===== config.mk =====
export PLATFORM = sky130hd
export DESIGN_NAME = dmi_byte_initiator
export DESIGN_NICKNAME = d
export VERILOG_FILES = /design/src/rtl/dmi_byte_initiator.sv
export SDC_FILE = /design/constraint.sdc
export NUM_CORES = 1
export LEC_CHECK = 0
export CAP_MARGIN = 20
export CORE_MARGIN = 2
export CORE_UTILIZATION = 30
export DETAILED_ROUTE_END_ITERATION = 8
export PLACE_DENSITY = 0.59
export SYNTH_ARGS = -nofsm -noshare
export SYNTH_HDL_FRONTEND = slang
export SYNTH_SLANG_ARGS = --single-unit

===== constraint.sdc =====
create_clock -name clk -period 1.77 [get_ports clk]
set_clock_uncertainty 0.05 [all_clocks]
set_input_delay 0.354 -clock clk [delete_from_list [all_inputs] [get_ports clk]]
set_output_delay 0.354 -clock clk [all_outputs]
set_load 0.005 [all_outputs]

===== src/rtl/dmi_byte_initiator.sv =====
// Byte-stream debug transport front-end: collects 6-byte request frames, issues one DMI
// transaction per frame and returns a 5-byte response frame.
// Optional feature macro: DMI_FINISH_TIMEOUT_EN (bounds the wait for dmi_finish and
// answers status 0x02 with data 0xFFFFFFFF when it expires).
module dmi_byte_initiator #(
  parameter int unsigned RX_TIMEOUT_CYCLES     = 65535,
  parameter int unsigned FINISH_TIMEOUT_CYCLES = 255
) (
  input  logic        clk,
  input  logic        rst_n,
  input  logic [7:0]  rx_data,
  input  logic        rx_valid,
  output logic        rx_ready,
  output logic [7:0]  tx_data,
  output logic        tx_valid,
  input  logic        tx_ready,
  output logic        dmi_start,
  input  logic        dmi_finish,
  output logic [1:0]  dmi_op,
  output logic [6:0]  dmi_address,
  output logic [31:0] dmi_data_o,
  input  logic [31:0] dmi_data_i
);

  localparam int unsigned RxCntW = $clog2(RX_TIMEOUT_CYCLES + 1);

  typedef enum logic [2:0] {
    StRxCmd,
    StRxAddr,
    StRxData,
    StDecode,
    StIssue,
    StWait,
    StTxStatus,
    StTxData
  } state_t;

  state_t             r_state;
  logic [7:0]         r_cmd;
  logic [6:0]         r_addr;
  logic [31:0]        r_wdata;
  logic [31:0]        r_resp;
  logic [1:0]         r_byte_cnt;
  logic [RxCntW-1:0]  r_rx_cnt;
  logic               r_dmi_start;
  logic [1:0]         r_dmi_op;
  logic [6:0]         r_dmi_address;
  logic [31:0]        r_dmi_data_o;
  logic               r_tx_valid;
  logic [7:0]         r_tx_data;

  logic w_rx_ready;
  logic w_rx_fire;
  logic w_tx_fire;
  logic w_rx_expire;
  logic w_cmd_valid;

`ifdef DMI_FINISH_TIMEOUT_EN
  localparam int unsigned FinCntW = $clog2(FINISH_TIMEOUT_CYCLES + 1);
  logic [FinCntW-1:0] r_fin_cnt;
  logic               w_fin_expire;
  assign w_fin_expire = (r_fin_cnt == FinCntW'(FINISH_TIMEOUT_CYCLES - 1));
`else
  logic w_unused_fin;
  assign w_unused_fin = ^FINISH_TIMEOUT_CYCLES;
`endif

  // Handshake and decode helpers derived from the registered state.
  always_comb begin
    w_rx_ready  = (r_state == StRxCmd) || (r_state == StRxAddr) || (r_state == StRxData);
    w_rx_fire   = w_rx_ready && rx_valid;
    w_tx_fire   = r_tx_valid && tx_ready;
    // Idle cycle that would bring the inter-byte counter up to the limit.
    w_rx_expire = (r_rx_cnt == RxCntW'(RX_TIMEOUT_CYCLES - 1));
    w_cmd_valid = (r_cmd[7:2] == 6'd0) && ((r_cmd[1:0] == 2'd1) || (r_cmd[1:0] == 2'd2));
  end

  // Frame receive, DMI issue and response transmit sequencing with registered outputs.
  always_ff @(posedge clk or negedge rst_n) begin
    if (!rst_n) begin
      r_state       <= StRxCmd;
      r_cmd         <= 8'd0;
      r_addr        <= 7'd0;
      r_wdata       <= 32'd0;
      r_resp        <= 32'd0;
      r_byte_cnt    <= 2'd0;
      r_rx_cnt      <= '0;
      r_dmi_start   <= 1'b0;
      r_dmi_op      <= 2'd0;
      r_dmi_address <= 7'd0;
      r_dmi_data_o  <= 32'd0;
      r_tx_valid    <= 1'b0;
      r_tx_data     <= 8'd0;
`ifdef DMI_FINISH_TIMEOUT_EN
      r_fin_cnt     <= '0;
`endif
    end else begin
      r_dmi_start <= 1'b0;
      unique case (r_state)
        StRxCmd: begin
          r_rx_cnt <= '0;
          if (w_rx_fire) begin
            r_cmd   <= rx_data;
            r_state <= StRxAddr;
          end
        end
        StRxAddr: begin
          if (w_rx_fire) begin
            r_addr     <= rx_data[6:0];
            r_byte_cnt <= 2'd0;
            r_rx_cnt   <= '0;
            r_state    <= StRxData;
          end else if (w_rx_expire) begin
            r_rx_cnt <= '0;
            r_state  <= StRxCmd;
          end else begin
            r_rx_cnt <= r_rx_cnt + RxCntW'(1);
          end
        end
        StRxData: begin
          if (w_rx_fire) begin
            // Shift in from the top so the first data byte ends up least significant.
            r_wdata    <= {rx_data, r_wdata[31:8]};
            r_byte_cnt <= r_byte_cnt + 2'd1;
            r_rx_cnt   <= '0;
            if (r_byte_cnt == 2'd3) begin
              r_state <= StDecode;
            end
          end else if (w_rx_expire) begin
            r_rx_cnt <= '0;
            r_state  <= StRxCmd;
          end else begin
            r_rx_cnt <= r_rx_cnt + RxCntW'(1);
          end
        end
        StDecode: begin
          r_dmi_op      <= r_cmd[1:0];
          r_dmi_address <= r_addr;
          r_dmi_data_o  <= r_wdata;
          if (w_cmd_valid) begin
            r_dmi_start <= 1'b1;
            r_state     <= StIssue;
          end else begin
            // Nop answers OK, anything else malformed answers bad command; no DMI access.
            r_resp     <= 32'd0;
            r_tx_data  <= (r_cmd == 8'd0) ? 8'h00 : 8'h01;
            r_tx_valid <= 1'b1;
            r_state    <= StTxStatus;
          end
        end
        StIssue: begin
`ifdef DMI_FINISH_TIMEOUT_EN
          r_fin_cnt <= '0;
`endif
          r_state <= StWait;
        end
        StWait: begin
          if (dmi_finish) begin
            r_resp     <= dmi_data_i;
            r_tx_data  <= 8'h00;
            r_tx_valid <= 1'b1;
            r_state    <= StTxStatus;
`ifdef DMI_FINISH_TIMEOUT_EN
          end else if (w_fin_expire) begin
            r_resp     <= 32'hFFFF_FFFF;
            r_tx_data  <= 8'h02;
            r_tx_valid <= 1'b1;
            r_state    <= StTxStatus;
          end else begin
            r_fin_cnt <= r_fin_cnt + FinCntW'(1);
`endif
          end
        end
        StTxStatus: begin
          if (w_tx_fire) begin
            r_tx_data  <= r_resp[7:0];
            r_resp     <= {8'd0, r_resp[31:8]};
            r_byte_cnt <= 2'd0;
            r_state    <= StTxData;
          end
        end
        StTxData: begin
          if (w_tx_fire) begin
            if (r_byte_cnt == 2'd3) begin
              r_tx_valid <= 1'b0;
              r_state    <= StRxCmd;
            end else begin
              r_tx_data  <= r_resp[7:0];
              r_resp     <= {8'd0, r_resp[31:8]};
              r_byte_cnt <= r_byte_cnt + 2'd1;
            end
          end
        end
        default: r_state <= StRxCmd;
      endcase
    end
  end

  assign rx_ready    = w_rx_ready;
  assign tx_data     = r_tx_data;
  assign tx_valid    = r_tx_valid;
  assign dmi_start   = r_dmi_start;
  assign dmi_op      = r_dmi_op;
  assign dmi_address = r_dmi_address;
  assign dmi_data_o  = r_dmi_data_o;

endmodule


==> out/results.ini, run 1 <==
[setup_path]
crit_required_ns=2.03
path_buf_inv=2
crit_slowest_cell=or4_4
crit_fanout=13
path_cells=or4_4 > nor4b_4 > a221oi_4 > buf_12 > buf_4 > nor2_2 > a21oi_2
crit_arrival_ns=2.28
end_kind=register
start_kind=register
slowest_delay_ns=0.57
crit_type=reg2reg
path_delay_family=simple AND/OR/NAND/NOR gates

[clock_tree]
cts_buffer_depth=2
clk_latency_ns=0.42
cts-buffers-inserted=17
cts-root-buf=clkbuf_16
clkTransAtPathRegs_ns=0.06
cts.sinks=151
cts_max_level=4
cts_tree=yes

[pwr]
p_clk_share_pct=21.8
powerDensity_nw_per_um2=1860
netSwitchingFraction_pct=34.9
seqPwrFrac_pct=32.0
intPower_uw=12000
p_sw_uw=6440
power_frac_comb_pct=46.2
p_leak_uw=0.00443
ir_drop_uv=855
p_total_uw=18500

[global_route]
grt_use_total_pct=13.7
grt_start_max_net_pins=59
grt_pass1_wl_mm=26.1
grt_antenna_before_repair=1
grt-ovfl-total=0
grt_pass1_vias=5064

[final_layout]
drive_above_1_share_pct=35.5
final_util_pct=44.2
antenna_cells=0
nFillCells=2102
multi_input_area_um2=3090
fin_nets=848
synthToLayoutAreaGrowth_pct=45.8
final_cell_mix=dfrtp_1, nand2_1, clkdlybuf4s50_1, buf_4, mux2_4
final_common_cell=dfrtp_1
regArea_um2=3780

[sta]
fin_crit_ns=2.02
max_freq_mhz=494
finalSetupTns_ns=-9.78
max_slew_margin_pct=71.9
hold_violations=0
tightest_slew_ns=0.422
rsz0062_at_grt=yes
fin_crit_sh_pct=114
setup_ws_ns=-0.253
slew_violations=0
setup_viol=69

[synthesis]
syn-mean-instance-area_um2=10.9
synth-edff-count=0
synth_area_leaders=dfrtp_1, nand2_1, mux2_1, a21oi_2, a22oi_1
synth_seq_cells=151
synth_largest_area_cell=dfrtp_1
synthesis.nets=673
netlist_instances=624
yosysWarnings=0
synth_top_area_share_pct=55.4
synthArstFlopShare_pct=100
synth_area_um2=6820
synth_cell_types=52
yosysSeqAreaShare_pct=55.4
synth_ff_type=dfrtp_1

[floorplan]
dieArea_um2=23900
die_h_um=155
fp-row-count=55
start_util_pct=30.3
ios=97
core_um2=22500
die_w_um=155

[route]
drt-wirelength-per-cell_um=14.3
dr.pass1.iters=4
vias=5053
drc=0
drt-total-wl_mm=15.6
routed_via_density=4.61
antenna_left=0
dr.first_iter.drc_count=204

[place]
globalplace.congestion=0.819
place_hpwl_mm=10.1
port_buffers=96

[flow_run]
maxCapViolations=0

[worst_hold_path]
hold_class=in2async

[status]
status=complete, but fails checks
failed_checks=negative setup slack

==> power groups by stage <==
| stage | Clock [µW] | Sequential, µW | Combinational, µW |
|---|---|---|---|
| after floorplan | 0 | 5660 | 4480 |
| after global placement | 0 | 5810 | 7250 |
| after detailed placement | 0 | 5840 | 7360 |
| after CTS | 4130 | 5880 | 8070 |
| after global routing | 4280 | 6090 | 9330 |
| final | 4020 | 5910 | 8540 |
==> routing by layer <==
metal  vias to the layer above  wire (µm)  track usage [%]
met4                         2        150             3.92
met2                       105       7270             21.3
met5                         -         13                0
li1                       2482          -                -
met3                        16        608             3.64
met1                      2448       7600             18.8
==> cell usage after synthesis, types with 8 or more instances <==
| cell type | number |
|---|---|
| o21ai_2 | 15 |
| clkbuf_1 | 9 |
| nor2_2 | 25 |
| nand3_1 | 8 |
| nand3_2 | 15 |
| buf_2 | 13 |
| dfrtp_1 | 151 |
| a22oi_1 | 27 |
| nor2_1 | 9 |
| buf_6 | 8 |
| a21oi_1 | 12 |
| mux2_1 | 30 |
| nand2_1 | 144 |
| o21ai_0 | 15 |
| mux2_2 | 17 |
| inv_1 | 30 |
| a21oi_2 | 25 |
==> logic make-up (layout without fill, tap and decap cells) <==
logic type | after synthesis | after routing | share of synthesized area (%)
flops | 151 | 151 | 55.4
mux | 48 | 48 | 7.91
xor+xnor | 5 | 5 | 0.643
fa+ha+maj | 4 | 4 | 0.734
compound gates | 115 | 115 | 12.6
buf+inv | 66 | 252 | 4.97
simple gates | 235 | 236 | 17.7
==> what timing repair did <==
action	4_1_cts	5_1_grt
hold endpoints to repair	49	0
setup endpoints to repair	79	146
resized for setup	55	70
setup buffers	9	6
hold buffers	1	0
gates cloned	4	0
pin swaps	3	13
==> registers in the layout (all words and copies together) (netlist names), 2 cells and up <==
signal       cells
dmi_data_o      32
r_resp          32
r_wdata         32
r_rx_cnt        16
r_cmd            8
tx_data          8
dmi_address      7
r_addr           7
r_state          3
dmi_op           2
r_byte_cnt       2
==> layout make-up <==
cell class	count	area share [%]
Clock buffer	18	4.32
Tap cell	285	3.59
Timing Repair Buffer	190	19.6
Multi-Input combinational cell	408	31.1
Inverter	31	1.17
Clock inverter	13	2.20
Sequential cell	151	38.0
==> per-stage QoR <==
step	hold slack [ns]	area, µm²	instances	worst slack, ns
after floorplan	0.00841	6830	624	-0.0594
after global placement	0.149	8640	1047	-0.310
after detailed placement	0.152	8640	1047	-0.313
after CTS	0.261	9660	1092	-0.283
after global routing	0.282	9940	1096	-0.353
final	0.284	9940	1096	-0.253
==> worst paths after layout <==
path | to | startpoint | cells past startpoint | slack (ns)
max in group asynchronous | r_state[0] | rst_n | 3 | 0.81
max reg2reg | r_resp[2] | r_cmd[3] | 7 | -0.25
min | dmi_data_o[21] | rst_n | 2 | 0.28
min in group clk | dmi_address[5] | r_addr[5] | 2 | 0.41
min reg2reg | dmi_address[5] | r_addr[5] | 2 | 0.41
max | r_resp[2] | r_cmd[3] | 7 | -0.25
Note: power is estimated with default switching activity, not from simulation.
==> run 2: changes to the inputs <==
--- a/config.mk
+++ b/config.mk
@@ -9,6 +9,7 @@
 export CORE_MARGIN = 2
 export CORE_UTILIZATION = 30
 export DETAILED_ROUTE_END_ITERATION = 8
+export MAX_ROUTING_LAYER = met4
 export PLACE_DENSITY = 0.59
 export SYNTH_ARGS = -nofsm -noshare
 export SYNTH_HDL_FRONTEND = slang
==> out/results.ini, run 2 (synthesis gave the netlist of run 1 again) <==
[clock_tree]
clkTransAtPathRegs_ns=0.06  ; about the same
cts-root-buf=clkbuf_16
clk_latency_ns=0.42  ; about the same
cts_buffer_depth=2  ; unchanged
cts_tree=yes
cts_max_level=4  ; unchanged
cts-buffers-inserted=17  ; unchanged
cts.sinks=151  ; unchanged

[floorplan]
fp-row-count=55  ; unchanged
dieArea_um2=23900  ; unchanged
die_w_um=155  ; unchanged
die_h_um=155  ; unchanged
start_util_pct=30.3  ; unchanged
ios=97  ; unchanged
core_um2=22500  ; unchanged

[setup_path]
crit_required_ns=2.03  ; about the same
crit_arrival_ns=2.28  ; about the same
end_kind=register
start_kind=register
crit_fanout=13  ; unchanged
crit_type=reg2reg
r2r_start=r_cmd[3]
startpoint=r_cmd[3]

[sta]
slew_violations=0  ; unchanged
rsz0062_at_grt=yes
fin_crit_sh_pct=114  ; -0.29 points
fin_crit_ns=2.02  ; -0.00515 ns
setup_viol=70  ; +1.4%
timing.hold.ws_ns=0.282  ; -0.00212 ns
setup_ws_ns=-0.247  ; +0.00515 ns
hold_violations=0  ; unchanged
max_freq_mhz=496  ; +0.26%
max_slew_margin_pct=72.1  ; +0.24 points
tightest_slew_ns=0.419  ; -0.00360 ns

[status]
status=complete, but fails checks
failed_checks=negative setup slack

[place]
port_buffers=96  ; unchanged
globalplace.congestion=0.831  ; +1.5%
place_hpwl_mm=10.1  ; unchanged

[route]
vias=5051  ; -0.040%
drt-total-wl_mm=15.6  ; -0.24%
antenna_left=0  ; unchanged
drc=0  ; unchanged
routed_via_density=4.60  ; -0.13%
drt-wirelength-per-cell_um=14.2  ; -0.33%
dr.first_iter.drc_count=188  ; -7.8%
dr.pass1.iters=4  ; unchanged

[global_route]
grt_antenna_before_repair=1  ; unchanged
grt-ovfl-total=0  ; unchanged
grt_pass1_vias=5066  ; +0.039%
grt_pass1_wl_mm=26.0  ; -0.11%
grt_use_total_pct=14.1  ; +0.40 points
grt_start_max_net_pins=59  ; unchanged

[pwr]
p_leak_uw=0.00443  ; unchanged
ir_drop_uv=855  ; about the same
p_total_uw=18500  ; about the same
powerDensity_nw_per_um2=1860  ; about the same

[final_layout]
fin_nets=848  ; unchanged
final_common_cell=dfrtp_1
synthToLayoutAreaGrowth_pct=45.8  ; about the same
drive_above_1_share_pct=35.5  ; unchanged
final_cell_mix=dfrtp_1, nand2_1, clkdlybuf4s50_1, buf_4, mux2_4

[worst_hold_path]
hold_class=in2async

[flow_run]
maxCapViolations=0  ; unchanged

[run 2: cell count changes in the layout (fill, tap and decap cells not counted), sizes merged]
cell | before | now
diode | 0 | 1
[run 2: critical path, cell delays in order (launching register included)]
cell	delay [ns]
dfrtp_1	0.38
or4_4	0.57
nor4b_4	0.32
a221oi_4	0.12
buf_12	0.18
buf_4	0.16
nor2_2	0.09
a21oi_2	0.03
[run 2: power breakdown]
group	internal, µW	switching, µW
logic	4630	3910
registers	4880	1020
clock network	2530	1500
total	12000	6430
[run 2: per-stage QoR]
step	instances	worst slack [ns]	cell area [µm²]	utilization (%)	setup TNS, ns
4_1_cts	1092	-0.283	9660	42.9	-12.03
3_3_place_gp	1047	-0.310	8640	38.4	-25.85
3_5_place_dp	1047	-0.313	8640	38.4	-26.44
6_report	1097	-0.247	9940	44.2	-9.51
5_1_grt	1097	-0.354	9940	44.2	-17.28
2_1_floorplan	624	-0.0594	6830	-	-1.94
[run 2: per-layer routing]
metal | GRT usage [%] | wire length, µm
met5 | - | 0
met4 | 3.92 | 131
met3 | 3.64 | 584
met2 | 21.3 | 7290
met1 | 18.7 | 7600
[run 2: layout make-up]
cell class,instances,area [µm²]
clock buffer,18,429
timing repair buffer,190,1940
inverter,31,116
clock inverter,13,219
multi-input combinational,408,3090
sequential,151,3780
tap,285,357
antenna,1,2.50
fill,2103,12600
[run 2: worst paths after layout]
path | endpoint | depth (start not counted) | slack (ns)
setup / recovery | r_resp[2] | 7 | -0.25
hold / removal | dmi_data_o[21] | 2 | 0.28
setup reg to reg | r_resp[2] | 7 | -0.25
hold reg to reg | dmi_address[5] | 2 | 0.41
max in group asynchronous | r_state[0] | 3 | 0.81
min in group clk | dmi_address[5] | 2 | 0.41
[run 2: repair_timing]
action                                 in CTS  in global routing
resized for setup                          55                 70
endpoints found under the hold margin      49                  0
pin swaps                                   3                 13
setup buffers                               9                  6
hold buffers                                1                  0
setup endpoints to repair                  79                146
cloned                                      4                  0
==> run 3: changes to the inputs <==
--- a/config.mk
+++ b/config.mk
@@ -11,6 +11,7 @@
 export DETAILED_ROUTE_END_ITERATION = 8
 export MAX_ROUTING_LAYER = met4
 export PLACE_DENSITY = 0.59
+export REMOVE_ABC_BUFFERS = 1
 export SYNTH_ARGS = -nofsm -noshare
 export SYNTH_HDL_FRONTEND = slang
 export SYNTH_SLANG_ARGS = --single-unit
==> out/results.ini, run 3 (synthesis gave the netlist of run 1 again) <==
[sta]
fin_crit_sh_pct=115  ; +0.76 points
max_freq_mhz=492  ; -0.67%
finalSetupTns_ns=-10.52  ; -1.01 ns
fin_crit_ns=2.03  ; +0.0135 ns
setup_ws_ns=-0.261  ; -0.0135 ns
slew_violations=0  ; unchanged
hold_violations=0  ; unchanged
timing.hold.ws_ns=0.372  ; +0.0902 ns
max_slew_margin_pct=71.3  ; -0.78 points
rsz0062_at_grt=yes
tightest_slew_ns=0.430  ; +0.0117 ns
setup_viol=60  ; -14%

[setup_path]
end_kind=register
start_kind=register
crit_type=reg2reg
path_cells=or4_4 > nor4b_4 > a221oi_4 > buf_12 > buf_12 > nor2_2 > a21oi_2
crit_required_ns=2.02  ; about the same
crit_arrival_ns=2.28  ; about the same
crit_slowest_cell=or4_4
reg2reg_depth=7  ; unchanged
crit_fanout=15  ; +2
slowest_delay_ns=0.56  ; about the same
cpMostUsedCell=buf_12

[floorplan]
fp-row-count=55  ; unchanged
die_w_um=155  ; unchanged
dieArea_um2=23900  ; unchanged
start_util_pct=30.3  ; unchanged
core_um2=22500  ; unchanged
ios=97  ; unchanged
die_h_um=155  ; unchanged

[route]
dr.first_iter.drc_count=249  ; +32%
routed_via_density=4.61  ; +0.18%
antenna_left=0  ; unchanged
dr.pass1.iters=4  ; unchanged
vias=5023  ; -0.55%
drt-total-wl_mm=15.5  ; -0.78%
drc=0  ; unchanged
drt-wirelength-per-cell_um=14.2  ; about the same

[pwr]
p_leak_uw=0.00429  ; -3.1%
p_sw_uw=6160  ; -4.2%
ir_drop_uv=876  ; +2.4%
netSwitchingFraction_pct=35.9  ; +1.1 points
p_clk_share_pct=19.0  ; -2.8 points
intPower_uw=11000  ; -8.5%
seqPwrFrac_pct=33.8  ; +1.8 points
powerDensity_nw_per_um2=1790  ; -3.8%
power_frac_comb_pct=47.2  ; +1.0 points

[status]
status=complete, but fails checks
failed_checks=negative setup slack

[clock_tree]
cts.sinks=151  ; unchanged
clkTransAtPathRegs_ns=0.06  ; about the same
cts_max_level=4  ; unchanged
cts_buffer_depth=2  ; unchanged
cts-root-buf=clkbuf_16
clk_latency_ns=0.42  ; about the same
cts-buffers-inserted=17  ; unchanged
cts_tree=yes

[place]
dpl_cell_area_um2=8570  ; -0.80%
port_buffers=96  ; unchanged
globalplace.congestion=0.773  ; -7.0%
place_hpwl_mm=9.99  ; -1.6%
dp_slack_ns=-0.309  ; +0.00326 ns

[final_layout]
synthToLayoutAreaGrowth_pct=41.0
antenna_cells=0  ; -1
fin_nets=842  ; -0.71%
final_common_cell=dfrtp_1
multi_input_area_um2=2950  ; -4.7%
final_util_pct=42.7  ; -1.5 points
drive_above_1_share_pct=32.3  ; -3.2 points
final_cell_mix=dfrtp_1, nand2_1, clkdlybuf4s50_1, buf_4, inv_1
nFillCells=2142  ; +1.9%
regArea_um2=3780  ; unchanged
final_area_um2=9610  ; -3.3%

[global_route]
grt_use_total_pct=14.0  ; -0.026 points
grt_antenna_before_repair=0  ; -1
grt-ovfl-total=0  ; unchanged
grt_pass1_wl_mm=26.1  ; +0.16%
grt_start_max_net_pins=55  ; -6.8%
grt_pass1_vias=5078  ; +0.24%

[worst_hold_path]
hold_class=in2async

[flow_run]
maxCapViolations=0  ; unchanged

-- run 3: cell types whose count changed in the layout (fill, tap and decap cells not counted), moves of 5 or more --
cell | previous run | this run
mux2_1 | 0 | 14
mux2_4 | 34 | 19
a21oi_2 | 33 | 27
a21oi_1 | 4 | 10
bufinv_16 | 5 | 0
buf_6 | 16 | 11
nor2_4 | 25 | 20
-- run 3: path summary, 6_finish.rpt --
| path | start | end | slack (ns) |
|---|---|---|---|
| worst min-delay path | rst_n | dmi_address[5] | 0.37 |
| min in group clk | r_wdata[0] | dmi_data_o[0] | 0.41 |
| worst max-delay path | r_cmd[3] | r_resp[7] | -0.26 |
| max in group asynchronous | rst_n | tx_data[3] | 0.69 |
| worst max register to register | r_cmd[3] | r_resp[7] | -0.26 |
| worst min register to register | r_wdata[0] | dmi_data_o[0] | 0.41 |
-- run 3: cell type report --
| class | count | area share [%] |
|---|---|---|
| Timing Repair Buffer | 185 | 19.6 |
| Tap cell | 285 | 3.71 |
| Sequential cell | 151 | 39.3 |
| Multi-Input combinational cell | 407 | 30.7 |
| Clock inverter | 10 | 0.781 |
| Clock buffer | 20 | 4.65 |
| Inverter | 31 | 1.21 |
-- run 3: power by group through the flow --
stage          sequential (µW)  clock [µW]  combinational (µW)
2_1_floorplan             5760           0                3310
6_report                  5810        3260                8100
3_5_place_dp              5820           0                7140
4_1_cts                   5800        3340                7950
3_3_place_gp              5800           0                7050
5_1_grt                   6010        3510                8920
-- run 3: timing repair --
| action | 4_1_cts | 5_1_grt |
|---|---|---|
| pin swaps | 7 | 16 |
| gates cloned | 2 | 1 |
| hold buffers | 1 | 0 |
| resized for setup | 48 | 38 |
| hold endpoints to repair | 33 | 0 |
| endpoints found under the setup margin | 82 | 83 |
| buffers inserted | 11 | 9 |
-- run 3: per-layer routing --
metal	track usage, %	share of wire, %	vias up
met1	18.4	48	2464
li1	-	-	2452
met5	-	0	-
met2	22.1	47	91
met3	3.25	3.8	16
met4	3.53	0.92	0
-- run 3: critical path: cells and delay by family (launching register included) --
family	cells	cell delay (ns)
AOI/OAI and AO/OA	2	0.17
and+or+nand+nor	3	0.97
DFF	1	0.38
buffers and inverters	2	0.34
-- run 3: through the flow --
step                      instances  power, µW
after floorplan                 589       9080
final                          1089      17200
after global placement         1038      12800
after global routing           1089      18400
after CTS                      1082      17100
after detailed placement       1038      13000
